===== config.mk =====
export PLATFORM = sky130hd
export DESIGN_NAME = load_store_unit
export DESIGN_NICKNAME = d
export VERILOG_FILES = /design/src/rtl/load_store_unit.sv
export SDC_FILE = /design/constraint.sdc
export NUM_CORES = 1
export LEC_CHECK = 0
export BUFFER_PORTS_ARGS = -buffer_cell sky130_fd_sc_hd__buf_2
export CAP_MARGIN = 0
export CORE_ASPECT_RATIO = 2
export CORE_UTILIZATION = 45
export CTS_BUF_LIST = sky130_fd_sc_hd__clkbuf_4 sky130_fd_sc_hd__clkbuf_8
export DETAILED_ROUTE_END_ITERATION = 6
export GPL_ROUTABILITY_DRIVEN = 0
export HOLD_SLACK_MARGIN = 0.03
export PLACE_DENSITY = 0.76
export SYNTH_ARGS = -nofsm -noshare
export SYNTH_HDL_FRONTEND = slang
export SYNTH_SLANG_ARGS = --single-unit

===== constraint.sdc =====
create_clock -name clk -period 7.1 [get_ports clk]
set_input_delay 0.71 -clock clk [delete_from_list [all_inputs] [get_ports clk]]
set_output_delay 0.71 -clock clk [all_outputs]
set_load 0.02 [all_outputs]

===== src/rtl/load_store_unit.sv =====
// rtl/load_store_unit.sv - RV32I load/store sequencer between execute and Memory_Interface
module load_store_unit #(
  parameter int LATENCY       = 2,
  parameter int MEM_ADDR_BITS = 15,
  parameter int TAG_W         = 5
) (
  input  logic             clk,
  input  logic             reset,
  input  logic             req_valid,
  output logic             req_ready,
  input  logic             req_is_store,
  input  logic [2:0]       req_funct3,
  input  logic [31:0]      req_base,
  input  logic [31:0]      req_offset,
  input  logic [31:0]      req_store_data,
  input  logic [TAG_W-1:0] req_rd,
  output logic             resp_valid,
  input  logic             resp_ready,
  output logic [31:0]      resp_data,
  output logic [TAG_W-1:0] resp_rd,
  output logic             resp_is_load,
  output logic             resp_exception,
  output logic [3:0]       resp_cause,
  output logic [31:0]      resp_addr,
  output logic [31:0]      mem_address,
  output logic [31:0]      mem_data_in,
  input  logic [31:0]      mem_data_out,
  output logic             mem_enable,
  output logic             mem_write_en,
  output logic [1:0]       mem_size_select,
  output logic             mem_extension_mode
);

  localparam int CNT_W = (LATENCY < 1) ? 1 : $clog2(LATENCY + 1);
  localparam logic [CNT_W-1:0] CNT_LAST = CNT_W'(LATENCY);

  typedef enum logic [1:0] {
    IDLE  = 2'd0,
    STORE = 2'd1,
    LOAD  = 2'd2,
    RESP  = 2'd3
  } state_t;

  state_t           state;
  state_t           state_next;
  logic [CNT_W-1:0] cnt;

  logic [31:0] ea;
  logic        f3_legal;
  logic        misaligned;
  logic        out_of_range;
  logic [3:0]  req_cause;
  logic        req_fault;

  assign ea = req_base + req_offset;

  // Fault classification in trap priority order: illegal, misaligned, out of range.
  always_comb begin
    f3_legal     = 1'b0;
    misaligned   = 1'b0;
    out_of_range = |ea[31:MEM_ADDR_BITS];
    req_cause    = 4'd0;
    if (req_is_store) begin
      f3_legal = (req_funct3 == 3'b000) || (req_funct3 == 3'b001) || (req_funct3 == 3'b010);
    end else begin
      f3_legal = (req_funct3 == 3'b000) || (req_funct3 == 3'b001) || (req_funct3 == 3'b010) ||
                 (req_funct3 == 3'b100) || (req_funct3 == 3'b101);
    end
    case (req_funct3[1:0])
      2'b01:   misaligned = ea[0];
      2'b10:   misaligned = |ea[1:0];
      default: misaligned = 1'b0;
    endcase
    if (!f3_legal) begin
      req_cause = 4'd2;
    end else if (misaligned) begin
      req_cause = req_is_store ? 4'd6 : 4'd4;
    end else if (out_of_range) begin
      req_cause = req_is_store ? 4'd7 : 4'd5;
    end
    req_fault = (req_cause != 4'd0);
  end

  always_comb begin
    state_next   = state;
    req_ready    = 1'b0;
    resp_valid   = 1'b0;
    mem_enable   = 1'b0;
    mem_write_en = 1'b0;
    case (state)
      IDLE: begin
        req_ready = 1'b1;
        if (req_valid) begin
          if (req_fault) begin
            state_next = RESP;
          end else if (req_is_store) begin
            state_next = STORE;
          end else begin
            state_next = LOAD;
          end
        end
      end
      STORE: begin
        mem_enable   = 1'b1;
        mem_write_en = 1'b1;
        state_next   = RESP;
      end
      LOAD: begin
        mem_enable = 1'b1;
        if (cnt == CNT_LAST) begin
          state_next = RESP;
        end
      end
      RESP: begin
        resp_valid = 1'b1;
        if (resp_ready) begin
          state_next = IDLE;
        end
      end
      default: state_next = IDLE;
    endcase
  end

  always_ff @(posedge clk or posedge reset) begin
    if (reset) begin
      state <= IDLE;
    end else begin
      state <= state_next;
    end
  end

  // Memory controls only move on a non-faulting accept, so they hold through IDLE/RESP.
  always_ff @(posedge clk or posedge reset) begin
    if (reset) begin
      cnt                <= '0;
      resp_data          <= '0;
      resp_rd            <= '0;
      resp_is_load       <= 1'b0;
      resp_exception     <= 1'b0;
      resp_cause         <= 4'd0;
      resp_addr          <= '0;
      mem_address        <= '0;
      mem_data_in        <= '0;
      mem_size_select    <= 2'd0;
      mem_extension_mode <= 1'b0;
    end else begin
      case (state)
        IDLE: begin
          if (req_valid) begin
            cnt            <= '0;
            resp_data      <= '0;
            resp_rd        <= req_rd;
            resp_is_load   <= !req_is_store;
            resp_exception <= req_fault;
            resp_cause     <= req_cause;
            resp_addr      <= ea;
            if (!req_fault) begin
              mem_address        <= ea;
              mem_data_in        <= req_store_data;
              mem_size_select    <= req_funct3[1:0];
              mem_extension_mode <= req_funct3[2];
            end
          end
        end
        LOAD: begin
          cnt <= cnt + 1'b1;
          if (cnt == CNT_LAST) begin
            resp_data <= mem_data_out;
          end
        end
        default: begin
        end
      endcase
    end
  end

endmodule

## Word level (Yosys, flattened, before mapping)

Index checks and enable logic that the tools add are counted.

| word-level totals | value |
|---|---|
| register bits after elaboration | 146 |
| input bits | 141 |
| output and inout port bits | 146 |
| logic and storage cells | 67 |

| operators by class | value |
|---|---|
| add/sub/neg operators | 2 |
| equal/unequal tests | 13 |
| muxes and demuxes | 22 |
| bitwise logic cells | 1 |
| reduce and logical (&&, ||, !) cells | 17 |

Operators by type and width:

| operator | count |
|---|---|
| 32-bit 2-to-1 mux | 2 |
| 32-bit one-hot mux with 2 select lines | 1 |
| 32-bit adder | 1 |
| 17-bit OR reduction | 1 |
| 2-bit 2-to-1 mux | 8 |
| 3-bit 2-to-1 mux | 3 |
| 3-bit AND reduction | 3 |
| 2-bit == test, second input constant | 4 |
| 2-bit one-hot mux with 4 select lines | 1 |
| 3-bit == test, second input constant | 2 |
| 2-bit inequality test, second input constant | 3 |
| 1-bit 2-to-1 mux | 5 |
| 2-bit by 1-bit == test with 1-bit output, second input constant | 2 |
| 1-bit logical OR | 4 |
| 2-bit one-hot mux with 2 select lines | 1 |
| 2-bit AND reduction | 2 |
| 4-bit nonzero test | 1 |
| 2-bit OR reduction | 2 |
| 3-bit by 1-bit == test with 1-bit output, second input constant | 1 |
| 3-bit by 2-bit == test with 1-bit output, second input constant | 1 |
| 3-bit logical NOT | 1 |
| 2-bit by 1-bit adder with 2-bit output, second input constant | 1 |
| 2-bit logical NOT | 1 |
| 1-bit one-hot mux with 2 select lines | 1 |
| 3 further kinds | 3 |

## Depth between registers and ports, before layout

Gate-level depths: netlist of the first run.

| depth | value |
|---|---|
| word-level depth | 11 |
| gate-level depth with buffers | 14 |

## Least setup slack after synthesis of the first run

Ideal clock, no wire load.

| timing path | value |
|---|---|
| kind | in2reg |
| from | input req_base[0] |
| to | register mem_address[5] |
| setup time | 0.128 ns |
| data arrival time | 3.851 ns |
| setup slack | 3.121 ns |
| stages on the path | 13 |
| buffers on the path | 2 |
| path through | ha_1 > fa_1 > a21o_1 > a221o_1 > a211o_1 > a311oi_2 > o21ai_1 > xor2_1 > nor4_1 > and4b_1 > buf_4 > buf_6 > mux2_1 |

| between the ends | value |
|---|---|
| cells in the longest elaborated chain, start to end | 8 |
| elaborated cells on any way between the ends | 10 |

RTL lines:

| item | RTL line | source |
|---|---|---|
| from (decl) | 13 | `input logic [31:0] req_base,` |
| 32-bit adder (*) | 55 | `assign ea = req_base + req_offset;` |
| 17-bit OR reduction / 2-bit OR reduction (equally long branches) | 61, 71 |  |
| 3-bit 2-to-1 mux / 1-bit one-hot mux with 2 select lines (equally long branches) | 78, 69 |  |
| 3-bit 2-to-1 mux | 76 | `end else if (misaligned) begin` |
| 3-bit 2-to-1 mux | 74 | `if (!f3_legal) begin` |
| 4-bit nonzero test | 81 | `req_fault = (req_cause != 4'd0);` |
| 1-bit NOT (no source line) | n/a |  |
| 3-bit AND reduction (no source line) | n/a |  |
| to (signal assigned) | 142 | `mem_address <= '0;` |
| to (signal assigned) | 158 | `mem_address <= ea;` |
| to (decl) | 25 | `output logic [31:0] mem_address,` |

Every way passes the cells marked *; elsewhere a longest branch is shown, timed or not.
A chain may end at the register's enable or synchronous reset.

## Worst setup path after layout of the first run

| timing path | value |
|---|---|
| from | input req_base[0] |
| to | register mem_data_in[7] |

| between the ends | value |
|---|---|
| cells in the longest elaborated chain, start to end | 8 |
| elaborated cells on any way between the ends | 10 |

RTL lines:

| item | RTL line | source |
|---|---|---|
| 32-bit adder (*) | 55 |  |
| 17-bit OR reduction / 2-bit OR reduction (equally long branches) | 61, 71 |  |
| 3-bit 2-to-1 mux / 1-bit one-hot mux with 2 select lines (equally long branches) | 78, 69 |  |
| 3-bit 2-to-1 mux (*) | 76 |  |
| 3-bit 2-to-1 mux (*) | 74 |  |
| 4-bit nonzero test (*) | 81 |  |
| 1-bit NOT (no source line) (*) | n/a |  |
| 3-bit AND reduction (no source line) (*) | n/a |  |
| to (signal assigned) | 159 | `mem_data_in <= req_store_data;` |
| to (decl) | 26 | `output logic [31:0] mem_data_in,` |

Marked as above.

==> tab_implementation.tex, run 1 <==
\begin{tabular}{lr}
\hline
Metric & Value \\
\hline
\multicolumn{2}{l}{\textbf{Floorplanning}} \\
\quad Effective utilization at floorplan & 0.463 \\
\quad Height of the die & between 150 and 200 µm \\
\quad Count of boundary I/O pins & 287 \\
\quad Number of core rows & 65 \\
\quad Die width & slightly above 90 µm \\
\quad Placeable core region & between 15000 and 20000 µm² \\
\quad Die area & approximately 17000 µm² \\
\multicolumn{2}{l}{\textbf{Route}} \\
\quad DRC violation count after routing & 0 \\
\quad Routed length per placed instance & roughly 17 µm \\
\quad Routed vias & 6188 \\
\quad Iteration count of the initial detailed-routing pass & 4 \\
\quad ANT nets after route & 0 \\
\quad Final routed wirelength across all metal layers & between 15000 and 20000 µm \\
\quad Initial DRC count & roughly 170 \\
\quad Vias per Instance & 5.47 \\
\multicolumn{2}{l}{\textbf{STA}} \\
\quad Max-slew violation count & 0 \\
\quad Final sum of negative setup slack & 0 ns \\
\quad Unrepaired setup endpoints after global routing & no \\
\quad Clock skew after layout & between 0.015 and 0.02 ns \\
\quad Worst rel slew slack & 0.194 \\
\quad Highest achievable clock rate & 203 MHz \\
\quad Number of hold violations in the final report & 0 \\
\quad Worst Tran Pin Value & between 1 and 1.5 ns \\
\quad Time the worst path needs with I/O delays and setup & about 4.9 ns \\
\quad Crit share post-route & 0.693 \\
\quad Setup Viol. Count Final & 0 \\
\quad Final Hold Slack & 0.379 ns \\
\multicolumn{2}{l}{\textbf{Critical path}} \\
\quad CP arrival & between 5 and 6 ns \\
\quad Slowest stage cell on the critical path & sky130\_fd\_sc\_hd\_\_and4b\_2 \\
\quad Chain of cells forming the critical path & buf\_2 -> ha\_1 -> fa\_1 -> a21o\_1 -> a221o\_1 -> a31o\_1 -> o31a\_1 -> o31ai\_1 -> xor2\_1 -> and3\_1 -> and4b\_2 -> buf\_4 -> mux2\_1 \\
\quad Crit path capture type & register \\
\quad Slowest Stage Delay on Critical Path & $\sim$0.73 ns \\
\quad Worst Path Class, Setup & input pin to register \\
\quad Sort of element at the start of the critical path & input pin \\
\quad Biggest fanout along the worst timing path & 42 \\
\quad Crit path required time & approximately 7.4 ns \\
\multicolumn{2}{l}{\textbf{Logic synthesis}} \\
\quad Number of synthesized flops with an enable pin & 0 \\
\quad Synth area leaders & sky130\_fd\_sc\_hd\_\_dfrtp\_1, sky130\_fd\_sc\_hd\_\_mux2\_1, sky130\_fd\_sc\_hd\_\_ha\_1 \\
\quad Primary flip-flop cell chosen by synthesis mapping & sky130\_fd\_sc\_hd\_\_dfrtp\_1 \\
\quad Number of distinct library cell variants in the gate-level netlist after synthesis & 68 \\
\quad Yosys top cell area share & 0.491 \\
\quad Leading cell types by count after synthesis & sky130\_fd\_sc\_hd\_\_dfrtp\_1, sky130\_fd\_sc\_hd\_\_mux2\_1, sky130\_fd\_sc\_hd\_\_nand2\_1 \\
\quad Count of mapped cells out of synthesis & 641 \\
\quad Net count after synthesis & between 800 and 900 \\
\quad Post-synthesis sequential area ratio & 0.491 \\
\quad Library cell with the largest summed area after synthesis & sky130\_fd\_sc\_hd\_\_dfrtp\_1 \\
\quad Post-synthesis sequential element count & around 150 \\
\quad Post-synthesis area per instance & between 10 and 15 µm² \\
\quad Most repeated cell in the gate-level netlist after synthesis & sky130\_fd\_sc\_hd\_\_dfrtp\_1 \\
\quad Ys async rst share & 1.00 \\
\quad Cell Area, Synth & $\sim$7400 µm² \\
\quad Yosys synthesis warning count & 0 \\
\multicolumn{2}{l}{\textbf{Place}} \\
\quad Number of buffer cells added on primary ports & between 200 and 300 \\
\quad Placed Area & $\sim$9000 µm² \\
\quad Post-DP HPWL & 15200 µm \\
\quad Post-Place Cells & between 1000 and 1500 \\
\multicolumn{2}{l}{\textbf{Finish}} \\
\quad Non-Filler Cell Area, Final & 9280 µm² \\
\quad Share of cells above drive strength 1 & 0.388 \\
\quad Count of inserted antenna diode cells & 0 \\
\quad Synth-to-layout area growth & 25.6\% \\
\quad Final net count & 1102 \\
\quad Number of non-filler instances in the completed layout & about 1100 \\
\multicolumn{2}{l}{\textbf{Clocking}} \\
\quad Number of H-tree levels & 4 \\
\quad Num CTS Buffers & 17 \\
\quad Clock edge transition at the registers on the reported setup and hold paths & approximately 0.09 ns \\
\quad Cts repair resizes & 0 \\
\quad Number of clock sinks & about 150 \\
\quad Clock Root Buffer & sky130\_fd\_sc\_hd\_\_clkbuf\_8 \\
\quad Maximum buffer depth of the clock tree & 2 \\
\quad Hold-fix buffers at CTS & 0 \\
\quad Total setup buffers inserted after CTS & 0 \\
\quad Clk\_lat worst skew & 0.44 ns \\
\quad Clock tree from TritonCTS & yes \\
\multicolumn{2}{l}{\textbf{Power}} \\
\quad Seq pwr share & 0.397 \\
\quad Internal cell power & about 1.8 mW \\
\quad Portion of total power attributed to the clock network & 0.208 \\
\quad Combinational fraction of design power & 0.395 \\
\quad Maximum vdd drop & 0.230 mV \\
\quad Switch share & 0.390 \\
\quad Static leakage & 5.14 nW \\
\quad Total power density per cell area & 311 nW/µm² \\
\quad Total power draw & 2.89 mW \\
\quad Sw Pwr & about 1.1 mW \\
\multicolumn{2}{l}{\textbf{Global route}} \\
\quad Global route overflow & 0 \\
\quad Wire length of the first global-routing pass & $\sim$31000 µm \\
\quad Maximum number of pins on one net before global-route repair & between 80 and 90 \\
\quad Initial antenna violation count & 0 \\
\quad Overall global routing resource usage & 0.232 \\
\quad Vias in the first global route & about 6300 \\
\multicolumn{2}{l}{\textbf{Run}} \\
\quad Number of maximum-capacitance violations & 0 \\
\multicolumn{2}{l}{\textbf{Status}} \\
\quad Result of the run & complete, no violations \\
\multicolumn{2}{l}{\textbf{Min path}} \\
\quad Worst hold path type & input pin to asynchronous set/reset pin \\
\hline
\end{tabular}
[critical path: cells and delay by family]
kind / cells / cell delay [ns]
buf+inv: 2 / 0.65
fa+ha+maj: 2 / 0.67
compound gates: 5 / 1.64
mux: 1 / 0.38
xor+xnor: 1 / 0.27
simple gates: 2 / 0.91
[power groups by stage]
stage                     Clock, mW  Combinational (mW)  Sequential [mW]
after global routing          0.652                1.22             1.17
after CTS                     0.618                1.15             1.15
final                         0.599                1.14             1.15
after detailed placement          0                1.15             1.16
after floorplan                   0               0.513             1.39
after global placement            0                1.13             1.15
[cells in the final DEF (no fill, tap or decap), types with 6 or more instances in the layout]
cell                       Yosys  layout
sky130_fd_sc_hd__buf_2         0     285
sky130_fd_sc_hd__dfrtp_1     145     145
sky130_fd_sc_hd__mux2_1       50      50
sky130_fd_sc_hd__nand2_1      44      43
sky130_fd_sc_hd__a21oi_1      42      42
sky130_fd_sc_hd__ha_1         40      40
sky130_fd_sc_hd__a22o_1       35      35
sky130_fd_sc_hd__o21ai_0      30      30
sky130_fd_sc_hd__mux2_2       29      29
sky130_fd_sc_hd__nor2_1       25      25
sky130_fd_sc_hd__nor2b_1      19      19
sky130_fd_sc_hd__clkbuf_8      0      18
sky130_fd_sc_hd__a21o_1       11      11
sky130_fd_sc_hd__inv_1        11      10
sky130_fd_sc_hd__xnor2_1       9       9
sky130_fd_sc_hd__nand3_1       9       9
sky130_fd_sc_hd__xor2_1        9       9
sky130_fd_sc_hd__or3_1         8       8
sky130_fd_sc_hd__nor3_1        8       8
sky130_fd_sc_hd__and2_1        8       8
sky130_fd_sc_hd__and3_1        7       7
sky130_fd_sc_hd__nand4_1       6       6
[per-stage QoR]
step	util	setup slack (ns)
3_3_place_gp	0.559	1.86
4_1_cts	0.582	2.19
6_report	0.582	2.18
3_5_place_dp	0.559	1.73
2_1_floorplan	-	2.50
5_1_grt	0.582	2.01
[final cells by class]
cell class | count | area, µm²
flip-flops and latches | 145 | 3630
multi-input cells | 456 | 3540
repair buffers | 288 | 1450
clock buffers | 18 | 248
well taps | 201 | 251
fillers | 1448 | 6670
clock inverters | 12 | 109
inverters | 12 | 50.0
[flip-flops by register name, indices dropped and copies added, names as in the netlist, 2 cells and up]
signal and count:
cnt 2, mem_address 32, mem_data_in 32, mem_size_select 2, resp_addr 32, resp_cause 3
resp_data 32, resp_rd 5, state 2
[worst paths after layout]
check | startpoint | endpoint | slack [ns] | depth (start not counted)
max | req_base[0] | mem_data_in[7] | 2.18 | 13
min | reset | mem_address[15] | 0.38 | 2
max reg2reg | state[0] | mem_data_in[7] | 3.44 | 9
min reg2reg | resp_addr[9] | resp_addr[9] | 0.48 | 2
max in group asynchronous | reset | mem_data_in[22] | 5.39 | 3
min in group clk | resp_addr[9] | resp_addr[9] | 0.48 | 2
[routing by layer]
layer | vias up | share of wire | track usage
met5 | - | 0 | 0
met4 | 0 | 0.046 | 0.140
met3 | 61 | 0.053 | 0.0444
met2 | 230 | 0.54 | 0.420
met1 | 2978 | 0.36 | 0.244
li1 | 2919 | - | -
[cells by family (layout without fill, tap and decap cells)]
kind of cell               after synthesis  after routing  synth area share
buffers and inverters                   40            330            0.0301
adders and majority gates               41             41            0.0705
DFF                                    145            145             0.491
other                                    1              1          0.000508
and+or+nand+nor                        144            144            0.0977
xor gates and xnor gates                18             18            0.0213
AOI/OAI and AO/OA                      172            172             0.167
muxes                                   80             80             0.122
Power figures use the tool's default switching activity.
==> run 2: changes to the inputs <==
--- a/config.mk
+++ b/config.mk
@@ -13,7 +13,7 @@
 export DETAILED_ROUTE_END_ITERATION = 6
 export GPL_ROUTABILITY_DRIVEN = 0
 export HOLD_SLACK_MARGIN = 0.03
-export PLACE_DENSITY = 0.76
+export PLACE_DENSITY = 0.79
 export SYNTH_ARGS = -nofsm -noshare
 export SYNTH_HDL_FRONTEND = slang
 export SYNTH_SLANG_ARGS = --single-unit
==> constraint.sdc (replaced) <==
create_clock -name clk -period 4.4 [get_ports clk]
set_input_delay 0.44 -clock clk [delete_from_list [all_inputs] [get_ports clk]]
set_output_delay 0.44 -clock clk [all_outputs]
set_load 0.02 [all_outputs]
==> tab_implementation.tex, run 2 (synthesis gave the netlist of run 1 again) <==
\begin{tabular}{lr}
\hline
Metric & Value \\
\hline
\multicolumn{2}{l}{\textbf{Status}} \\
\quad Result of the run & complete, no violations (unchanged) \\
\multicolumn{2}{l}{\textbf{Place}} \\
\quad Number of buffer cells added on primary ports & 285 (unchanged) \\
\quad Post-DP HPWL & 15000 µm (was 15200 µm) \\
\quad Placed Area & 8950 µm² (was 8920 µm²) \\
\multicolumn{2}{l}{\textbf{Min path}} \\
\quad Worst hold path type & input pin to asynchronous set/reset pin (unchanged) \\
\multicolumn{2}{l}{\textbf{Route}} \\
\quad Iteration count of the initial detailed-routing pass & 5 (was 4) \\
\quad Vias per Instance & 5.37 (was 5.47) \\
\quad DRC violation count after routing & 0 (unchanged) \\
\quad Initial DRC count & 219 (was 173) \\
\quad Final routed wirelength across all metal layers & 19500 µm (was 19700 µm) \\
\quad Routed vias & 6095 (was 6188) \\
\quad ANT nets after route & 0 (unchanged) \\
\quad Routed length per placed instance & 17.1 µm (was 17.4 µm) \\
\multicolumn{2}{l}{\textbf{Finish}} \\
\quad Final net count & 1103 (was 1102) \\
\quad Fill cell count & 1401 (was 1448) \\
\quad Fraction of the core area covered by cells at the end of the flow & 0.587 (was 0.582) \\
\quad Synth-to-layout area growth & 26.8\% (was 25.6\%) \\
\quad Most common cell after layout, fill and taps aside & sky130\_fd\_sc\_hd\_\_buf\_2 (unchanged) \\
\quad Share of cells above drive strength 1 & 0.390 (was 0.388) \\
\quad Non-Filler Cell Area, Final & 9360 µm² (was 9280 µm²) \\
\quad Leading cell types in the layout, fill and taps excluded & sky130\_fd\_sc\_hd\_\_buf\_2, sky130\_fd\_sc\_hd\_\_dfrtp\_1, sky130\_fd\_sc\_hd\_\_mux2\_1 (unchanged) \\
\multicolumn{2}{l}{\textbf{Clocking}} \\
\quad Maximum buffer depth of the clock tree & 2 (unchanged) \\
\quad Clk\_lat worst skew & 0.43 ns (was 0.44 ns) \\
\quad Clock Root Buffer & sky130\_fd\_sc\_hd\_\_clkbuf\_8 (unchanged) \\
\quad Number of H-tree levels & 4 (unchanged) \\
\quad Hold-fix buffers at CTS & 0 (unchanged) \\
\quad Number of clock sinks & 145 (unchanged) \\
\quad Num CTS Buffers & 17 (unchanged) \\
\quad Clock tree from TritonCTS & yes (unchanged) \\
\quad Total setup buffers inserted after CTS & 0 (unchanged) \\
\quad Clock edge transition at the registers on the reported setup and hold paths & 0.08 ns (was 0.09 ns) \\
\quad Cts repair resizes & 0 (unchanged) \\
\multicolumn{2}{l}{\textbf{Floorplanning}} \\
\quad Die area & 17000 µm² (unchanged) \\
\quad Number of core rows & 65 (unchanged) \\
\quad Count of boundary I/O pins & 287 (unchanged) \\
\quad Height of the die & 183 µm (unchanged) \\
\quad Placeable core region & 15900 µm² (unchanged) \\
\quad Die width & 92.6 µm (unchanged) \\
\quad Effective utilization at floorplan & 0.463 (unchanged) \\
\multicolumn{2}{l}{\textbf{STA}} \\
\quad Highest achievable clock rate & 258 MHz \\
\quad Worst rel slew slack & 0.211 (was 0.194) \\
\quad Max-slew violation count & 0 (unchanged) \\
\quad Final sum of negative setup slack & 0 ns (unchanged) \\
\quad Worst Tran Pin Value & 1.18 ns (was 1.21 ns) \\
\quad Clock skew after layout & 0.0141 ns (was 0.0162 ns) \\
\quad Setup Viol. Count Final & 0 (unchanged) \\
\quad Unrepaired setup endpoints after global routing & no (unchanged) \\
\quad Time the worst path needs with I/O delays and setup & slightly below 4 ns \\
\quad Crit share post-route & 0.882 \\
\quad Number of hold violations in the final report & 0 (unchanged) \\
\multicolumn{2}{l}{\textbf{Global route}} \\
\quad Vias in the first global route & 6245 (was 6313) \\
\quad Maximum number of pins on one net before global-route repair & 102 (was 83) \\
\quad Initial antenna violation count & 1 (was 0) \\
\quad Overall global routing resource usage & 0.230 (was 0.232) \\
\quad Global route overflow & 0 (unchanged) \\
\quad Wire length of the first global-routing pass & 30400 µm (was 30500 µm) \\
\multicolumn{2}{l}{\textbf{Critical path}} \\
\quad Crit path required time & 4.71 ns (was 7.41 ns) \\
\quad Startpoint of the worst setup timing path & req\_base[0] (unchanged) \\
\quad Launch instance of the worst register-to-register path & state[0] (unchanged) \\
\quad Crit path capture type & register (unchanged) \\
\quad Biggest fanout along the worst timing path & 38 (was 42) \\
\quad Sort of element at the start of the critical path & input pin (unchanged) \\
\quad Worst Path Class, Setup & input pin to register (unchanged) \\
\quad CP arrival & 4.19 ns (was 5.23 ns) \\
\multicolumn{2}{l}{\textbf{Power}} \\
\quad Maximum vdd drop & 0.426 mV (was 0.230 mV) \\
\quad Static leakage & 5.17 nW (was 5.14 nW) \\
\quad Total power density per cell area & 509 nW/µm² (was 311 nW/µm²) \\
\multicolumn{2}{l}{\textbf{Run}} \\
\quad Number of maximum-capacitance violations & 0 (unchanged) \\
\hline
\end{tabular}
## run 2: cell count changes in the layout (fill, tap and decap cells not counted), sizes merged
cell | previous run | this run
buf | 288 | 289
bufinv | 1 | 2
clkbuf | 18 | 19
clkinv | 6 | 5
clkinvlp | 2 | 1
diode | 0 | 1
inv | 15 | 17
## run 2: per-layer routing
metal	vias up	global-route usage	wire length, µm
met2	214	0.431	10700
met5	-	0	0
li1	2916	-	-
met1	2931	0.239	7280
met4	0	0.117	648
met3	34	0.0435	896
## run 2: final timing paths
check,to,cells after the start,slack [ns]
setup reg to reg,resp_data[13],6,1.76
setup / recovery,mem_data_in[0],13,0.52
max in group asynchronous,resp_data[14],3,3.04
hold / removal,mem_data_in[27],2,0.16
hold reg to reg,resp_addr[23],2,0.48
min in group clk,mem_data_in[21],2,0.22
## run 2: worst max-delay path, cell delays in order
cell                       delay [ns]
sky130_fd_sc_hd__buf_2           0.10
sky130_fd_sc_hd__ha_1            0.23
sky130_fd_sc_hd__fa_1            0.42
sky130_fd_sc_hd__a21o_1          0.21
sky130_fd_sc_hd__a221o_1         0.39
sky130_fd_sc_hd__a211o_1         0.32
sky130_fd_sc_hd__a311oi_2        0.47
sky130_fd_sc_hd__o21ai_1         0.15
sky130_fd_sc_hd__xor2_1          0.18
sky130_fd_sc_hd__nor4_1          0.35
sky130_fd_sc_hd__and4b_4         0.34
sky130_fd_sc_hd__buf_12          0.22
sky130_fd_sc_hd__mux2_1          0.35
## run 2: power breakdown
part,switching [mW],leakage [nW],internal (mW)
combinational,1.12,3.04,0.719
sequential,0.185,1.93,1.66
clock,0.534,0.209,0.544
## run 2: through the flow
| step | instances | hold slack, ns | setup slack, ns | total power [mW] |
|---|---|---|---|---|
| 2_1_floorplan | 641 | 0.454 | 0.0654 | 3.07 |
| 3_3_place_gp | 1103 | 0.457 | 0.247 | 3.67 |
| 3_5_place_dp | 1103 | 0.465 | 0.132 | 3.71 |
| 4_1_cts | 1135 | 0.177 | 0.587 | 4.80 |
| 5_1_grt | 1136 | 0.175 | 0.341 | 5.04 |
| 6_report | 1136 | 0.159 | 0.518 | 4.76 |
## run 2: area by class of cell
type	count	area [µm²]	area share
Timing Repair Buffer	289	1480	0.158
Antenna cell	1	2.50	0.000267
Clock inverter	13	146	0.0156
Tap cell	201	251	0.0269
Sequential cell	145	3630	0.387
Multi-Input combinational cell	456	3540	0.378
Clock buffer	19	262	0.0279
Inverter	12	50.0	0.00534
==> run 3: changes to the inputs <==
--- a/config.mk
+++ b/config.mk
@@ -13,6 +13,7 @@
 export DETAILED_ROUTE_END_ITERATION = 6
 export GPL_ROUTABILITY_DRIVEN = 0
 export HOLD_SLACK_MARGIN = 0.03
+export MAX_ROUTING_LAYER = met4
 export PLACE_DENSITY = 0.79
 export SYNTH_ARGS = -nofsm -noshare
 export SYNTH_HDL_FRONTEND = slang
==> tab_implementation.tex, run 3 (synthesis gave the netlist of run 1 again) <==
\begin{tabular}{lr}
\hline
Metric & Value \\
\hline
\multicolumn{2}{l}{\textbf{Global route}} \\
\quad Wire length of the first global-routing pass & 30500 µm (was 30400 µm) \\
\quad Maximum number of pins on one net before global-route repair & 102 (unchanged) \\
\quad Vias in the first global route & 6244 (was 6245) \\
\quad Initial antenna violation count & 1 (unchanged) \\
\quad Overall global routing resource usage & 0.238 (was 0.230) \\
\quad Global route overflow & 0 (unchanged) \\
\multicolumn{2}{l}{\textbf{Critical path}} \\
\quad Register-to-Register Path Depth & 6 (unchanged) \\
\quad Crit path capture type & register (unchanged) \\
\quad Chain of cells forming the critical path & buf\_2 -> ha\_1 -> fa\_1 -> a21o\_1 -> a221o\_1 -> a211o\_1 -> a311oi\_2 -> o21ai\_1 -> xor2\_1 -> nor4\_1 -> and4b\_4 -> buf\_12 -> mux2\_1 (unchanged) \\
\quad Slowest Stage Delay on Critical Path & 0.48 ns (was 0.47 ns) \\
\quad Biggest fanout along the worst timing path & 38 (unchanged) \\
\quad CP arrival & 4.21 ns (was 4.19 ns) \\
\quad Crit path required time & 4.72 ns (was 4.71 ns) \\
\quad Slowest stage cell on the critical path & sky130\_fd\_sc\_hd\_\_a311oi\_2 (unchanged) \\
\quad Sort of element at the start of the critical path & input pin (unchanged) \\
\quad Worst Path Class, Setup & input pin to register (unchanged) \\
\multicolumn{2}{l}{\textbf{Floorplanning}} \\
\quad Placeable core region & 15900 µm² (unchanged) \\
\quad Height of the die & 183 µm (unchanged) \\
\quad Effective utilization at floorplan & 0.463 (unchanged) \\
\quad Count of boundary I/O pins & 287 (unchanged) \\
\quad Die area & 17000 µm² (unchanged) \\
\quad Die width & 92.6 µm (unchanged) \\
\quad Number of core rows & 65 (unchanged) \\
\multicolumn{2}{l}{\textbf{Route}} \\
\quad Routed length per placed instance & 17.2 µm (was 17.1 µm) \\
\quad Initial DRC count & 226 (was 219) \\
\quad Iteration count of the initial detailed-routing pass & 5 (unchanged) \\
\quad DRC violation count after routing & 0 (unchanged) \\
\quad ANT nets after route & 0 (unchanged) \\
\quad Routed vias & 6145 (was 6095) \\
\quad Vias per Instance & 5.41 (was 5.37) \\
\quad Final routed wirelength across all metal layers & 19500 µm (about the same) \\
\multicolumn{2}{l}{\textbf{Power}} \\
\quad Maximum vdd drop & 0.425 mV (was 0.426 mV) \\
\quad Total power draw & 4.77 mW (was 4.76 mW) \\
\quad Total power density per cell area & 509 nW/µm² (about the same) \\
\quad Static leakage & 5.17 nW (unchanged) \\
\multicolumn{2}{l}{\textbf{Place}} \\
\quad Post-DP HPWL & 15000 µm (unchanged) \\
\quad Post-Place Cells & 1103 (unchanged) \\
\quad Number of buffer cells added on primary ports & 285 (unchanged) \\
\quad Dpl ws & 0.132 ns (unchanged) \\
\multicolumn{2}{l}{\textbf{Finish}} \\
\quad Number of non-filler instances in the completed layout & 1136 (unchanged) \\
\quad Fill cell count & 1401 (unchanged) \\
\quad Share of cells above drive strength 1 & 0.390 (unchanged) \\
\quad Most common cell after layout, fill and taps aside & sky130\_fd\_sc\_hd\_\_buf\_2 (unchanged) \\
\quad Synth-to-layout area growth & 26.8\% (unchanged) \\
\quad Leading cell types in the layout, fill and taps excluded & sky130\_fd\_sc\_hd\_\_buf\_2, sky130\_fd\_sc\_hd\_\_dfrtp\_1, sky130\_fd\_sc\_hd\_\_mux2\_1 (unchanged) \\
\quad Final net count & 1103 (unchanged) \\
\multicolumn{2}{l}{\textbf{STA}} \\
\quad Setup Viol. Count Final & 0 (unchanged) \\
\quad Number of hold violations in the final report & 0 (unchanged) \\
\quad Final sum of negative setup slack & 0 ns (unchanged) \\
\quad Crit share post-route & 0.884 (was 0.882) \\
\quad Worst rel slew slack & 0.176 (was 0.211) \\
\quad Highest achievable clock rate & 257 MHz (was 258 MHz) \\
\quad Unrepaired setup endpoints after global routing & no (unchanged) \\
\quad Time the worst path needs with I/O delays and setup & 3.89 ns (was 3.88 ns) \\
\quad Max-slew violation count & 0 (unchanged) \\
\quad Clock skew after layout & 0.0144 ns (was 0.0141 ns) \\
\quad Worst Tran Pin Value & 1.24 ns (was 1.18 ns) \\
\quad Setup WS post-layout & 0.512 ns (was 0.518 ns) \\
\multicolumn{2}{l}{\textbf{Status}} \\
\quad Result of the run & complete, no violations (unchanged) \\
\multicolumn{2}{l}{\textbf{Clocking}} \\
\quad Number of H-tree levels & 4 (unchanged) \\
\quad Maximum buffer depth of the clock tree & 2 (unchanged) \\
\quad Clk\_lat worst skew & 0.44 ns (was 0.43 ns) \\
\quad Clock tree from TritonCTS & yes (unchanged) \\
\quad Total setup buffers inserted after CTS & 0 (unchanged) \\
\quad Num CTS Buffers & 17 (unchanged) \\
\quad Clock Root Buffer & sky130\_fd\_sc\_hd\_\_clkbuf\_8 (unchanged) \\
\quad Cts repair resizes & 0 (unchanged) \\
\quad Number of clock sinks & 145 (unchanged) \\
\quad Hold-fix buffers at CTS & 0 (unchanged) \\
\quad Clock edge transition at the registers on the reported setup and hold paths & 0.08 ns (about the same) \\
\multicolumn{2}{l}{\textbf{Min path}} \\
\quad Worst hold path type & input pin to asynchronous set/reset pin (unchanged) \\
\multicolumn{2}{l}{\textbf{Run}} \\
\quad Number of maximum-capacitance violations & 0 (unchanged) \\
\hline
\end{tabular}
## run 3: cell counts in the layout (fill, tap and decap cells not counted)
No cell type changed its count.
## run 3: path summary, 6_finish.rpt
check | from | to | slack, ns
setup / recovery | req_base[0] | mem_data_in[0] | 0.51
hold / removal | reset | mem_data_in[27] | 0.15
setup reg to reg | state[0] | resp_data[13] | 1.72
hold reg to reg | resp_addr[23] | resp_addr[23] | 0.48
max in group asynchronous | reset | resp_data[14] | 3.04
min in group clk | req_store_data[21] | mem_data_in[21] | 0.21
## run 3: metal layers
metal | GRT usage | vias to the layer above | wire length (µm)
li1 | - | 2921 | -
met1 | 0.242 | 2961 | 7370
met2 | 0.431 | 215 | 10600
met3 | 0.0394 | 48 | 871
met4 | 0.118 | 0 | 699
met5 | - | - | 0
## run 3: worst max-delay path, delay by kind of cell
family / cells / cell delay [ns]
XOR/XNOR: 1 / 0.19
AND/OR/NAND/NOR: 2 / 0.69
buffers and inverters: 2 / 0.32
adder cells (fa/ha/maj): 2 / 0.65
AO/OA/AOI/OAI: 5 / 1.55
multiplexers: 1 / 0.35
## run 3: stage by stage
stage	util	hold slack, ns	area, µm²
floorplan	-	0.454	7390
global placement	0.562	0.457	8950
detailed placement	0.562	0.465	8950
CTS	0.587	0.177	9360
global route	0.587	0.172	9360
finish	0.587	0.154	9360
## run 3: area by class of cell
type | count | area (µm²) | area share
Clock inverter | 13 | 146 | 0.0156
Multi-Input combinational cell | 456 | 3540 | 0.378
Antenna cell | 1 | 2.50 | 0.000267
Tap cell | 201 | 251 | 0.0269
Timing Repair Buffer | 289 | 1480 | 0.158
Sequential cell | 145 | 3630 | 0.387
Clock buffer | 19 | 262 | 0.0279
Inverter | 12 | 50.0 | 0.00534
## run 3: where the power goes
group          switching (mW)  internal [mW]  total [mW]
clock network           0.537          0.544        1.08
registers               0.185           1.66        1.85
logic                    1.12          0.719        1.84
total                    1.84           2.93        4.77
